`src/rtl/eth_mdio_sched.sv`:
```
// MDIO command scheduler: round-robin arbitration between two requesters and a
// periodic status poll, sequencing one transaction at a time into an MDIO engine.
module eth_mdio_sched #(
  parameter int unsigned G_POLL_PERIOD = 1000000,
  parameter logic [4:0]  G_POLL_APHY   = 5'h06,
  parameter logic [4:0]  G_POLL_AREG   = 5'h01,
  parameter int unsigned G_TIMEOUT     = 4096
) (
  input  logic        clk,
  input  logic        rst,
  input  logic        req0_valid,
  input  logic        req0_dir,
  input  logic [4:0]  req0_aphy,
  input  logic [4:0]  req0_areg,
  input  logic [15:0] req0_txd,
  output logic        req0_ack,
  output logic        req0_done,
  output logic [15:0] req0_rxd,
  output logic        req0_err,
  input  logic        req1_valid,
  input  logic        req1_dir,
  input  logic [4:0]  req1_aphy,
  input  logic [4:0]  req1_areg,
  input  logic [15:0] req1_txd,
  output logic        req1_ack,
  output logic        req1_done,
  output logic [15:0] req1_rxd,
  output logic        req1_err,
  output logic        mdio_start,
  output logic        mdio_dir,
  output logic [4:0]  mdio_aphy,
  output logic [4:0]  mdio_areg,
  output logic [15:0] mdio_txd,
  input  logic [15:0] mdio_rxd,
  input  logic        mdio_busy,
  output logic        link_up,
  output logic [15:0] poll_rxd,
  output logic        poll_valid
);

  // state     | meaning
  // S_IDLE    | arbitrate; grant one source and latch its command
  // S_START   | mdio_start high, waiting for engine busy or timeout
  // S_WAIT    | engine busy, waiting for it to finish
  // S_RESP    | one cycle: deliver done/err/data, back to idle
  typedef enum logic [1:0] {S_IDLE, S_START, S_WAIT, S_RESP} state_t;

  localparam logic [1:0]  SRC_REQ0 = 2'd0;
  localparam logic [1:0]  SRC_REQ1 = 2'd1;
  localparam logic [1:0]  SRC_POLL = 2'd2;
  localparam logic [31:0] LP_PERIOD_M1 = (G_POLL_PERIOD == 0) ? 32'd0 : 32'(G_POLL_PERIOD - 1);
  localparam logic [31:0] LP_TMO_M1    = (G_TIMEOUT == 0) ? 32'd0 : 32'(G_TIMEOUT - 1);
  localparam bit          LP_POLL_EN   = (G_POLL_PERIOD != 0);

  state_t      r_state, w_state_nxt;
  logic [1:0]  r_src;
  logic [1:0]  r_rr_ptr;
  logic        r_err;
  logic [31:0] r_tmo;
  logic [31:0] r_poll_cnt;
  logic        r_poll_pend;
  logic        r_mdio_dir;
  logic [4:0]  r_mdio_aphy;
  logic [4:0]  r_mdio_areg;
  logic [15:0] r_mdio_txd;
  logic [15:0] r_req0_rxd;
  logic [15:0] r_req1_rxd;
  logic [15:0] r_poll_rxd;
  logic        r_link_up;

  logic [2:0]  w_req;
  logic        w_gnt_vld;
  logic [1:0]  w_gnt_src;
  logic        w_grant;
  logic        w_tmo_hit;
  logic        w_resp;
  logic        w_capture;
  logic        w_poll_ok;
  logic        w_poll_exp;

  assign w_req = {r_poll_pend, req1_valid, req0_valid};

  // Search starts at the source after the last one granted.
  always_comb begin
    w_gnt_vld = |w_req;
    w_gnt_src = SRC_REQ0;
    case (r_rr_ptr)
      2'd1: begin
        if (w_req[1])      w_gnt_src = SRC_REQ1;
        else if (w_req[2]) w_gnt_src = SRC_POLL;
        else               w_gnt_src = SRC_REQ0;
      end
      2'd2: begin
        if (w_req[2])      w_gnt_src = SRC_POLL;
        else if (w_req[0]) w_gnt_src = SRC_REQ0;
        else               w_gnt_src = SRC_REQ1;
      end
      default: begin
        if (w_req[0])      w_gnt_src = SRC_REQ0;
        else if (w_req[1]) w_gnt_src = SRC_REQ1;
        else               w_gnt_src = SRC_POLL;
      end
    endcase
  end

  assign w_grant = (r_state == S_IDLE) && w_gnt_vld;

  always_comb begin
    w_state_nxt = r_state;
    w_tmo_hit   = 1'b0;
    case (r_state)
      S_IDLE:  if (w_gnt_vld) w_state_nxt = S_START;
      S_START: begin
        if (mdio_busy) begin
          w_state_nxt = S_WAIT;
        end else if (r_tmo == 32'd0) begin
          w_state_nxt = S_RESP;
          w_tmo_hit   = 1'b1;
        end
      end
      S_WAIT:  if (!mdio_busy) w_state_nxt = S_RESP;
      S_RESP:  w_state_nxt = S_IDLE;
      default: w_state_nxt = S_IDLE;
    endcase
  end

  always_ff @(posedge clk or negedge rst) begin
    if (!rst) begin
      r_state     <= S_IDLE;
      r_src       <= SRC_REQ0;
      r_rr_ptr    <= SRC_REQ0;
      r_err       <= 1'b0;
      r_tmo       <= 32'd0;
      r_mdio_dir  <= 1'b0;
      r_mdio_aphy <= 5'd0;
      r_mdio_areg <= 5'd0;
      r_mdio_txd  <= 16'd0;
    end else begin
      r_state <= w_state_nxt;
      if (w_grant) begin
        r_src    <= w_gnt_src;
        r_rr_ptr <= (w_gnt_src == SRC_POLL) ? SRC_REQ0 : w_gnt_src + 2'd1;
        r_err    <= 1'b0;
        r_tmo    <= LP_TMO_M1;
        case (w_gnt_src)
          SRC_REQ0: begin
            r_mdio_dir  <= req0_dir;
            r_mdio_aphy <= req0_aphy;
            r_mdio_areg <= req0_areg;
            r_mdio_txd  <= req0_txd;
          end
          SRC_REQ1: begin
            r_mdio_dir  <= req1_dir;
            r_mdio_aphy <= req1_aphy;
            r_mdio_areg <= req1_areg;
            r_mdio_txd  <= req1_txd;
          end
          default: begin
            r_mdio_dir  <= 1'b0;
            r_mdio_aphy <= G_POLL_APHY;
            r_mdio_areg <= G_POLL_AREG;
            r_mdio_txd  <= 16'd0;
          end
        endcase
      end else if (r_state == S_START && !mdio_busy && r_tmo != 32'd0) begin
        r_tmo <= r_tmo - 32'd1;
      end
      if (w_tmo_hit) r_err <= 1'b1;
    end
  end

  // Result data is forwarded combinationally in the RESP cycle so it is valid
  // together with the done/poll_valid pulse, then held in the register.
  assign w_resp    = (r_state == S_RESP);
  assign w_capture = w_resp && !r_err && !r_mdio_dir;
  assign w_poll_ok = w_resp && !r_err && (r_src == SRC_POLL);

  always_ff @(posedge clk or negedge rst) begin
    if (!rst) begin
      r_req0_rxd <= 16'd0;
      r_req1_rxd <= 16'd0;
      r_poll_rxd <= 16'd0;
      r_link_up  <= 1'b0;
    end else begin
      if (w_capture && r_src == SRC_REQ0) r_req0_rxd <= mdio_rxd;
      if (w_capture && r_src == SRC_REQ1) r_req1_rxd <= mdio_rxd;
      if (w_poll_ok) begin
        r_poll_rxd <= mdio_rxd;
        r_link_up  <= mdio_rxd[2];
      end
    end
  end

  assign w_poll_exp = LP_POLL_EN && (r_poll_cnt == LP_PERIOD_M1);

  // A pending poll is a single flag, so expiries never stack up.
  always_ff @(posedge clk or negedge rst) begin
    if (!rst) begin
      r_poll_cnt  <= 32'd0;
      r_poll_pend <= 1'b0;
    end else begin
      if (LP_POLL_EN) begin
        r_poll_cnt <= w_poll_exp ? 32'd0 : r_poll_cnt + 32'd1;
      end
      if (w_poll_exp) begin
        r_poll_pend <= 1'b1;
      end else if (w_grant && w_gnt_src == SRC_POLL) begin
        r_poll_pend <= 1'b0;
      end
    end
  end

  assign req0_ack   = w_grant && (w_gnt_src == SRC_REQ0);
  assign req1_ack   = w_grant && (w_gnt_src == SRC_REQ1);
  assign req0_done  = w_resp && (r_src == SRC_REQ0);
  assign req1_done  = w_resp && (r_src == SRC_REQ1);
  assign req0_err   = w_resp && r_err && (r_src == SRC_REQ0);
  assign req1_err   = w_resp && r_err && (r_src == SRC_REQ1);
  assign req0_rxd   = (w_capture && r_src == SRC_REQ0) ? mdio_rxd : r_req0_rxd;
  assign req1_rxd   = (w_capture && r_src == SRC_REQ1) ? mdio_rxd : r_req1_rxd;
  assign poll_valid = w_poll_ok;
  assign poll_rxd   = w_poll_ok ? mdio_rxd : r_poll_rxd;
  assign link_up    = w_poll_ok ? mdio_rxd[2] : r_link_up;

  assign mdio_start = (r_state == S_START);
  assign mdio_dir   = r_mdio_dir;
  assign mdio_aphy  = r_mdio_aphy;
  assign mdio_areg  = r_mdio_areg;
  assign mdio_txd   = r_mdio_txd;

endmodule
```
`config.mk`:
```
export PLATFORM = sky130hd
export DESIGN_NAME = eth_mdio_sched
export DESIGN_NICKNAME = d
export VERILOG_FILES = /design/src/rtl/eth_mdio_sched.sv
export SDC_FILE = /design/constraint.sdc
export NUM_CORES = 1
export LEC_CHECK = 0
export BUFFER_PORTS_ARGS = -buffer_cell sky130_fd_sc_hd__buf_2
export CAP_MARGIN = 5
export CORE_MARGIN = 10
export CORE_UTILIZATION = 40
export DETAILED_ROUTE_END_ITERATION = 6
export GPL_TIMING_DRIVEN = 1
export PLACE_DENSITY = 0.74
export SYNTH_ARGS = -nofsm -noshare
export SYNTH_HDL_FRONTEND = slang
export SYNTH_SLANG_ARGS = --single-unit
```
`constraint.sdc`:
```
create_clock -name clk -period 3.63 [get_ports clk]
set_input_delay 0.726 -clock clk [delete_from_list [all_inputs] [get_ports clk]]
set_output_delay 0.726 -clock clk [all_outputs]
set_load 0.01 [all_outputs]
```
[After elaboration in Yosys (flattened, before gate mapping)]
Index checks and enable logic that the tools add are counted.
Operators by class
  add/sub/neg operators: 3
  equal/unequal tests: 13
  multiplexer cells: 31
  reduce and logical (&&, ||, !) cells: 29
Operator list (number)
  two-way mux 32 bit: 3
  two-way mux 16 bit: 3
  adder 32 x 1 -> 32 bit (second input constant): 1
  == test 32 x 20 -> 1 bit (second input constant): 1
  logical NOT 32 bit: 1
  case mux 16 bit (2 select lines): 1
  nonzero test 32 bit: 1
  subtractor 32 x 1 -> 32 bit (second input constant): 1
  two-way mux 2 bit: 10
  case mux 5 bit (2 select lines): 2
  logical AND 1 bit: 16
  == test 2 bit (second input constant): 5
  two-way mux 1 bit: 9
  == test 2 x 1 -> 1 bit (second input constant): 4
  case mux 2 bit (4 select lines): 1
  logical NOT 2 bit: 3
  nonzero test 2 bit: 3
  inequality test 2 bit (second input constant): 2
  case mux 2 bit (2 select lines): 1
  logical NOT 1 bit: 3
  inequality test 3 x 1 -> 1 bit (second input constant): 1
  AND reduction 3 bit: 1
  OR reduction 3 bit: 1
  adder 2 x 1 -> 2 bit (second input constant): 1
  case mux 1 bit (2 select lines): 1
Storage, ports and cells
  flip-flop bits (word level): 148
  input bits: 75
  output and inout bits: 84
  word-level logic and storage cells: 91

[Longest topological paths before layout]
Gate-level depths: netlist of the first run.
  depth in word-level cells: 7
  mapped depth: 9

[Worst setup path after synthesis of the first run]
No wires, ideal clock.
  path type: register to register
  from: register r_tmo[14]
  to: register r_state[1]
  setup time: 127 ps
  arrival time: 2806 ps
  required time: 3503 ps
  setup slack: 697 ps
  stages on the path, launching flop included: 9
  cells stage by stage: dfrtp_1 -> or4_1 -> buf_2 -> or3_1 -> buf_2 -> or4_4 -> buf_6 -> a222oi_1 -> mux2_1
On the way
  longest elaborated chain between the ends: 3
Ends and longest elaborated chain
  start: declaration: line 59  | logic [31:0] r_tmo;
  start signal: assignment: line 166  | r_tmo <= r_tmo - 32'd1;
  logical NOT 32 bit: line 116  | end else if (r_tmo == 32'd0) begin
  inequality test 3 x 1 -> 1 bit (no line)
  AND reduction 3 bit (no line)
  end signal: assignment: line 139  | r_state <= w_state_nxt;
  end: declaration: line 55  | state_t r_state, w_state_nxt;
Every way passes these cells.
A chain may end at the register's enable or synchronous reset.

[Final worst setup path of the first run]
  from: register r_state[0]
  to: output req1_rxd[11]
On the way
  longest elaborated chain between the ends: 5
Ends and longest elaborated chain
  == test 2 bit: line 174  | assign w_resp = (r_state == S_RESP);
  logical AND 1 bit (2 in series): line 175  | assign w_capture = w_resp && !r_err && !r_mdio_dir;
  logical AND 1 bit: line 220  | assign req1_rxd = (w_capture && r_src == SRC_REQ1) ? mdio_rxd : r_req1_rxd;
  two-way mux 16 bit
  end: declaration: line 27  | output logic [15:0] req1_rxd,
Every way passes these cells.

==> flow_summary.toml, run 1 <==
[cts]
insertion_delay_ns = 0.42
clk_pin_slew_ns = 0.06
numCtsBuffers = 17
htreeDepth = 4
post-cts-setup-buffers = 0
cts.repair.resized = 0
cts_sinks = 148
cts_hold_buf = 0
clock-root-buffer = "clkbuf_16"
clockBufferDepth = 2
cts_tree = "done"

[grt]
grt-ovfl-total = 0
grt_pass1_wl_mm = 27.67
first_global_vias = 5382
gr-usage-all-layers_pct = 15.06
antenna_found_initial = 0
grt_max_degree = 87

[setup_path]
setup.worst_path.start_class = "flop"
worstPathArrival_ns = 2.53
path_class = "reg2out"
critPathCaptureType = "output pin"
required_ns = 2.90
crit_fanout = 16

[floorplan]
coreArea_um2 = 16580
fp.dieArea_um2 = 22570
die_h_um = 150.2
die_x_um = 150.2
initial_core_util_pct = 40.92
rows = 47
io_pins = 159

[min_path]
min-delay-path-class = "in2async"

[logic_synthesis]
synth_edf_count = 0
netlist_top_cells_area = "dfrtp_1 55%, mux2_2 7.8%, mux2i_1 4.4%"
syn_nets = 698
synth.ff_latch_count = 148
synthDistinctLibCells = 49
yosys.area.top_type = "dfrtp_1"
netlist.area_leader.share_pct = 54.58
yosysMostFrequentCell = "dfrtp_1"
yosysWarnings = 0
avgSynthCellArea_um2 = 11.03
async_reset_ff_share_pct = 100.0
synth_cells = 615
yosysSeqAreaShare_pct = 54.58
netlist_area_um2 = 6785
ys_top_cells_by_count = "148 x dfrtp_1, 52 x nand2_1, 47 x mux2_2"
synth_flop_cell = "dfrtp_1"

[detailed_routing]
top_layer = "met4"
routedWlPerCell_um = 16.46
met2_length_mm = 7.610
vias = 5266
first_pass_iters = 5
wirelength_mm = 16.67
routed-wl-met3_mm = 1.216
via_per_inst = 5.198
antenna_left = 0
drt_iter0_markers = 354
drc_errors = 0
met1_length_mm = 7.613

[power_and_ir_drop]
p_leak_nw = 4.087
peakVddDrop_uv = 586.9
power_density_nw_per_um2 = 753.4

[timing]
min_period_over_period_pct = 89.67
clock_skew_ns = 0.01164
worst_pin_slew_ns = 0.8181
setup_violations = 0
slew_violations = 0
rsz0062_at_grt = "no"
max_freq_mhz = 307.2
hold_violations = 0
finalCriticalPeriod_ns = 3.255
fin_tns_setup_ns = 0
slew_headroom_pct = 44.60

[placed_design]
io_buffers = 158
dp_hpwl_mm = 11.99
gp_congestion = 0.8472
placed_cell_area_um2 = 7896

[cells_and_area]
fill_cells = 1472
antenna_cells = 0
layout-drive-gt1-share_pct = 32.66
finalNetCount = 863
areaGrowthSynthToFinish_pct = 25.15
design_area_um2 = 8492

[flow_run]
max-cap-violations = 0

[outcome]
status = "complete, no violations"
==> worst paths after layout <==
kind	depth (start not counted)	end	from	slack, ns
min reg2reg	2	mdio_areg[2]	mdio_areg[2]	0.48
min	1	mdio_txd[14]	rst	0.36
max	5	req1_rxd[11]	r_state[0]	0.38
min in group clk	2	mdio_areg[2]	mdio_areg[2]	0.48
max reg2reg	5	r_state[1]	r_tmo[14]	0.55
max in group asynchronous	2	mdio_txd[4]	rst	2.44
==> kinds of logic after synthesis <==
logic type	synth area share [%]
xor gates and xnor gates	3.743
AOI/OAI and AO/OA	8.261
muxes	12.39
buffers and inverters	2.268
adders and majority gates	1.475
and+or+nand+nor	17.28
DFF	54.58
==> per-layer routing <==
metal | GRT usage [%] | vias up
met5 | 0 | -
met3 | 5.162 | 16
met4 | 4.470 | 0
li1 | - | 2562
met1 | 19.76 | 2507
met2 | 23.07 | 181
==> state kept, by name (all words and copies together), names as in the netlist, 2 cells and up <==
register and count:
mdio_aphy 5, mdio_areg 5, mdio_txd 16, r_poll_cnt 32
r_poll_rxd 16, r_req0_rxd 16, r_req1_rxd 16, r_rr_ptr 2
r_src 2, r_state 2, r_tmo 32
==> critical path, cell delays in order, from the launching register on <==
cell	delay [ns]
dfrtp_1	0.44
ha_1	0.27
and3b_1	0.23
nand2_1	0.59
mux2_2	0.42
buf_2	0.15
==> cells in the final DEF, fill, tap and decap left out, drive strengths merged, types with 12 or more instances in the layout <==
cell / n
a21oi: 24
buf: 173
clkbuf: 21
dfrtp: 148
inv: 12
mux2: 48
mux2i: 30
nand2: 52
nand3: 16
nand4: 14
nor2: 35
nor3: 12
nor4: 13
o21ai: 46
or3: 13
or4: 17
xnor2: 14
xor2: 15
==> stage by stage <==
stage / std cells / utilization [%] / setup slack (ns) / hold WS, ns / total power [mW]
5_1_grt: 1013 / 51.21 / 0.2101 / 0.4089 / 6.819
3_3_place_gp: 981 / 47.62 / 0.6177 / 0.4561 / 4.647
6_report: 1013 / 51.21 / 0.3751 / 0.3587 / 6.398
3_5_place_dp: 981 / 47.62 / 0.5765 / 0.4634 / 4.710
4_1_cts: 1013 / 51.21 / 0.3328 / 0.3866 / 6.493
2_1_floorplan: 615 / - / 0.6967 / 0.4304 / 3.742
==> report_power, final <==
group	internal [mW]	switching, mW	total (mW)	leakage, nW
combinational	1.03	1.31	2.33	1.97
sequential	2.11	0.192	2.31	1.83
clock	1.07	0.688	1.76	0.289
total	4.21	2.19	6.40	4.09
==> final cells by class <==
type / instances / area [µm²] / area share (%)
Clock buffer: 21 / 470.5 / 5.540
Clock inverter: 11 / 125.1 / 1.473
Inverter: 11 / 41.29 / 0.4862
Multi-Input combinational cell: 429 / 2954 / 34.79
Sequential cell: 148 / 3704 / 43.61
Tap cell: 220 / 275.3 / 3.241
Timing Repair Buffer: 173 / 922.1 / 10.86
Note: power is estimated with default switching activity, not from simulation.
==> run 2, diff against run 1 <==
--- a/config.mk
+++ b/config.mk
@@ -9,6 +9,7 @@
 export CAP_MARGIN = 5
 export CORE_MARGIN = 10
 export CORE_UTILIZATION = 40
+export CTS_BUF_LIST = sky130_fd_sc_hd__clkbuf_16
 export DETAILED_ROUTE_END_ITERATION = 6
 export GPL_TIMING_DRIVEN = 1
 export PLACE_DENSITY = 0.74
==> run 2 against run 1 <==
  * Register-to-register slack about the same
  * Largest power group unchanged
  * Largest cell class unchanged
  * Critical endpoint unchanged
  * Highest routed layer unchanged
  * Cell count unchanged
  * Worst setup slack improved by 0.016 ns
==> flow_summary.toml, run 2 (synthesis results as in run 1) <==
[outcome]
status = "complete, no violations"

[setup_path]
r2r-end = "r_state[1]"
startpoint = "r_state[0]"
path_class = "reg2out"
required_ns = 2.90
critPathCaptureType = "output pin"
reg2reg_setup_slack_ns = 0.55
cp_slowest_cell = "nand2_1"
critPathMaxStageDelay_ns = 0.58
path_cells = "ha_1 > and3b_1 > nand2_1 > mux2_2 > buf_2"
r2r_cells = 5
reg2reg_from = "r_tmo[14]"
worstPathArrival_ns = 2.51
setup.worst_path.start_class = "flop"
crit_fanout = 16

[placed_design]
dp_cells = 981
dp_hpwl_mm = 11.99
io_buffers = 158
gp_congestion = 0.8472

[grt]
antenna_found_initial = 0
gr-usage-all-layers_pct = 15.11
grt_pass1_wl_mm = 27.72
grt_max_degree = 87
first_global_vias = 5390
grt-ovfl-total = 0

[timing]
fin_tns_setup_ns = 0
min_period_over_period_pct = 89.24
hold_violations = 0
rsz0062_at_grt = "no"
worst_pin_slew_ns = 0.8172
slew_violations = 0
slew_headroom_pct = 44.66
finalCriticalPeriod_ns = 3.239
max_freq_mhz = 308.7
setup_violations = 0
clock_skew_ns = 0.01102

[min_path]
min-delay-path-class = "in2async"

[cts]
insertion_delay_ns = 0.42
cts_hold_buf = 0
clock-root-buffer = "clkbuf_16"
htreeDepth = 4
cts_sinks = 148
numCtsBuffers = 17
cts_tree = "done"
post-cts-setup-buffers = 0
clk_pin_slew_ns = 0.06
clockBufferDepth = 2
cts.repair.resized = 0

[cells_and_area]
antenna_cells = 0
top_regs = "r_poll_cnt (32), r_tmo (32)"
fill_cells = 1477
final_cell_mix = "157 x buf_2, 148 x dfrtp_1, 51 x nand2_1"
areaGrowthSynthToFinish_pct = 24.71
fin_util_pct = 51.03
layout_commonest_cell = "buf_2"
finalNetCount = 863
layout-drive-gt1-share_pct = 32.28
final_cells = 1013

[floorplan]
rows = 47
io_pins = 159
initial_core_util_pct = 40.92
die_x_um = 150.2
coreArea_um2 = 16580
fp.dieArea_um2 = 22570
die_h_um = 150.2

[detailed_routing]
antenna_left = 0
first_pass_iters = 5
drt_iter0_markers = 355
routedWlPerCell_um = 16.54
wirelength_mm = 16.75
via_per_inst = 5.192
vias = 5260
drc_errors = 0

[power_and_ir_drop]
p_leak_nw = 4.074
power_density_nw_per_um2 = 748.9
peakVddDrop_uv = 585.8

[flow_run]
max-cap-violations = 0
[run 2: cell types whose count changed in the layout (fill, tap and decap cells not counted), sizes merged]
cell    change
clkbuf      -4
clkinv      +3
inv         +1
[run 2: critical path, delay by kind of cell (launching register included)]
family,cells,cell delay (ns)
mux,1,0.42
fa+ha+maj,1,0.27
simple gates,2,0.81
buf+inv,1,0.15
flops,1,0.44
[run 2: metal layers]
layer | routed length [µm] | vias up | global-route usage, %
met5 | 0 | - | 0
met4 | 226 | 0 | 4.616
met3 | 1116 | 17 | 5.162
met2 | 7686 | 166 | 23.12
met1 | 7721 | 2516 | 19.81
li1 | - | 2561 | -
[run 2: metrics by stage]
step	power, mW	setup slack (ns)	hold slack, ns	instance area (µm²)
2_1_floorplan	3.742	0.6967	0.4304	6785
3_3_place_gp	4.647	0.6177	0.4561	7896
3_5_place_dp	4.710	0.5765	0.4634	7896
4_1_cts	6.425	0.3316	0.3851	8462
5_1_grt	6.753	0.2093	0.4024	8462
6_report	6.337	0.3906	0.3606	8462
[run 2: area by class of cell]
type / instances / area, µm² / area share, %
sequential: 148 / 3704 / 43.77
clock inverter: 15 / 140.1 / 1.656
inverter: 11 / 41.29 / 0.4879
multi-input combinational: 429 / 2954 / 34.91
timing repair buffer: 173 / 922.1 / 10.90
tap: 220 / 275.3 / 3.253
clock buffer: 17 / 425.4 / 5.027
[run 2: worst max path at each step]
stage / to / slack, ns / depth (start not counted)
finish: req1_rxd[11] / 0.39 / 5
global route: req1_rxd[5] / 0.21 / 5
CTS: req1_rxd[7] / 0.33 / 5
detailed placement: r_state[1] / 0.58 / 5
global placement: r_state[1] / 0.62 / 5
floorplan: r_state[1] / 0.70 / 8
[run 2: power by group]
group / internal (mW) / switching, mW
registers: 2.11 / 0.193
clock network: 1.00 / 0.693
logic: 1.03 / 1.31
total: 4.14 / 2.19
==> run 3, diff against run 2 <==
--- a/config.mk
+++ b/config.mk
@@ -8,11 +8,11 @@
 export BUFFER_PORTS_ARGS = -buffer_cell sky130_fd_sc_hd__buf_2
 export CAP_MARGIN = 5
 export CORE_MARGIN = 10
-export CORE_UTILIZATION = 40
+export CORE_UTILIZATION = 54
 export CTS_BUF_LIST = sky130_fd_sc_hd__clkbuf_16
 export DETAILED_ROUTE_END_ITERATION = 6
 export GPL_TIMING_DRIVEN = 1
-export PLACE_DENSITY = 0.74
+export PLACE_DENSITY = 0.92
 export SYNTH_ARGS = -nofsm -noshare
 export SYNTH_HDL_FRONTEND = slang
 export SYNTH_SLANG_ARGS = --single-unit
==> run 3 against run 2 <==
  * Via count grew 3.3%
  * Sequential power is essentially flat
  * Total power grew 0.21%
  * Worst setup slack lost 0.023 ns
  * Design area shrank 0.80%
  * Register-to-register slack lost 0.08 ns
  * Combinational power is essentially flat
  * Utilization grew 18 points
  * Global-route usage grew 4.3 points
  * Cell count shrank 5.4%
  * Wire length grew 1.1%
  * Hold slack lost 0.14 ns
  * Critical path type unchanged
  * Critical endpoint is now req0_rxd[14]
==> flow_summary.toml, run 3 (synthesis results as in run 1) <==
[cts]
cts_tree = "done"
htreeDepth = 4
clk_pin_slew_ns = 0.06
post-cts-setup-buffers = 0
cts_hold_buf = 0
clockBufferDepth = 2
numCtsBuffers = 17
clock-root-buffer = "clkbuf_16"
cts.repair.resized = 0
insertion_delay_ns = 0.42
cts_sinks = 148

[setup_path]
reg2reg_setup_slack_ns = 0.47
critPathCaptureType = "output pin"
r2r_cells = 5
reg2reg_from = "r_tmo[14]"
crit_fanout = 16
required_ns = 2.90
setup.worst_path.start_class = "flop"
worstPathArrival_ns = 2.54
path_class = "reg2out"
r2r-end = "r_state[1]"

[timing]
hold_violations = 0
worst_pin_slew_ns = 0.8727
slew_violations = 0
slew_headroom_pct = 41.28
rsz0062_at_grt = "no"
fin_tns_setup_ns = 0
min_period_over_period_pct = 89.88
max_freq_mhz = 306.5
clock_skew_ns = 0.007766
finalCriticalPeriod_ns = 3.263
setup_violations = 0

[power_and_ir_drop]
p_leak_nw = 4.068
power_density_nw_per_um2 = 756.4
internal-power_mw = 4.200
p_seq_share_pct = 36.3
p_total_mw = 6.350
p_switching_mw = 2.150
peakVddDrop_uv = 500.5
switching_share_pct = 33.86
combPwrFrac_pct = 36.9
p_clk_share_pct = 26.9

[placed_design]
io_buffers = 158
gp_congestion = 0.8508
dp_hpwl_mm = 12.01

[floorplan]
die_h_um = 132.1
coreArea_um2 = 12160
initial_core_util_pct = 55.79
die_x_um = 132.1
rows = 40
fp.dieArea_um2 = 17450
io_pins = 159

[cells_and_area]
layout-drive-gt1-share_pct = 32.03
finalNetCount = 862
top_regs = "r_poll_cnt (32), r_tmo (32)"
layout_commonest_cell = "buf_2"
final_cell_mix = "157 x buf_2, 148 x dfrtp_1, 51 x nand2_1"
antenna_cells = 0
fill_cells = 877
areaGrowthSynthToFinish_pct = 23.71

[detailed_routing]
routedWlPerCell_um = 17.68
first_pass_iters = 5
vias = 5436
antenna_left = 0
drc_errors = 0
via_per_inst = 5.674
wirelength_mm = 16.94
drt_iter0_markers = 309

[grt]
antenna_found_initial = 0
gr-usage-all-layers_pct = 19.37
first_global_vias = 5690
grt_pass1_wl_mm = 28.26
grt_max_degree = 84
grt-ovfl-total = 0

[flow_run]
max-cap-violations = 0

[outcome]
status = "complete, no violations"

[min_path]
min-delay-path-class = "in2async"
[run 3: power by group through the flow]
stage          registers, mW  clock network [mW]  logic, mW
2_1_floorplan           2.35                   0       1.40
3_3_place_gp            2.30                   0       2.29
3_5_place_dp            2.33                   0       2.38
4_1_cts                 2.31                1.72       2.38
5_1_grt                 2.36                1.81       2.56
6_report                2.30                1.71       2.34
[run 3: layout make-up]
type	instances	area (µm²)	share of cell area (%)
clock buffer	17	425.4	5.068
multi-input combinational	429	2954	35.19
clock inverter	13	145.1	1.729
timing repair buffer	172	914.6	10.90
tap	168	210.2	2.504
sequential	148	3704	44.12
inverter	11	41.29	0.4919
[run 3: worst max path at each step]
| stage | cells past startpoint | slack (ns) | from | endpoint |
|---|---|---|---|---|
| final | 5 | 0.37 | r_state[0] | req0_rxd[14] |
| after global routing | 5 | 0.16 | r_state[0] | req0_rxd[14] |
| after global placement | 5 | 0.63 | r_tmo[14] | r_state[1] |
| after CTS | 5 | 0.36 | r_state[0] | req0_rxd[13] |
| after floorplan | 8 | 0.70 | r_tmo[14] | r_state[1] |
| after detailed placement | 5 | 0.56 | r_tmo[14] | r_state[1] |
[run 3: critical path, cell delays in order (launching register included)]
cell and delay [ns]:
dfrtp_1 0.43, ha_1 0.22, nor3b_1 0.32, nand2_1 0.52, mux2_2 0.47, buf_2 0.15
[run 3: metal layers]
| metal | vias up | GRT usage, % | part of all wire, % |
|---|---|---|---|
| met1 | 2643 | 23.83 | 42 |
| met4 | 0 | 6.366 | 1.6 |
| li1 | 2548 | - | - |
| met3 | 25 | 6.021 | 6.9 |
| met5 | - | 0 | 0 |
| met2 | 220 | 31.64 | 49 |
[run 3: per-stage QoR]
stage	util (%)	instances	hold WS [ns]	setup slack [ns]	instance area (µm²)
final	69.02	958	0.2190	0.3674	8394
after global routing	69.02	958	0.2352	0.1624	8394
after CTS	69.02	958	0.2222	0.3557	8394
after detailed placement	64.33	928	0.4653	0.5595	7824
after global placement	64.33	928	0.4570	0.6286	7824
after floorplan	-	615	0.4304	0.6967	6785
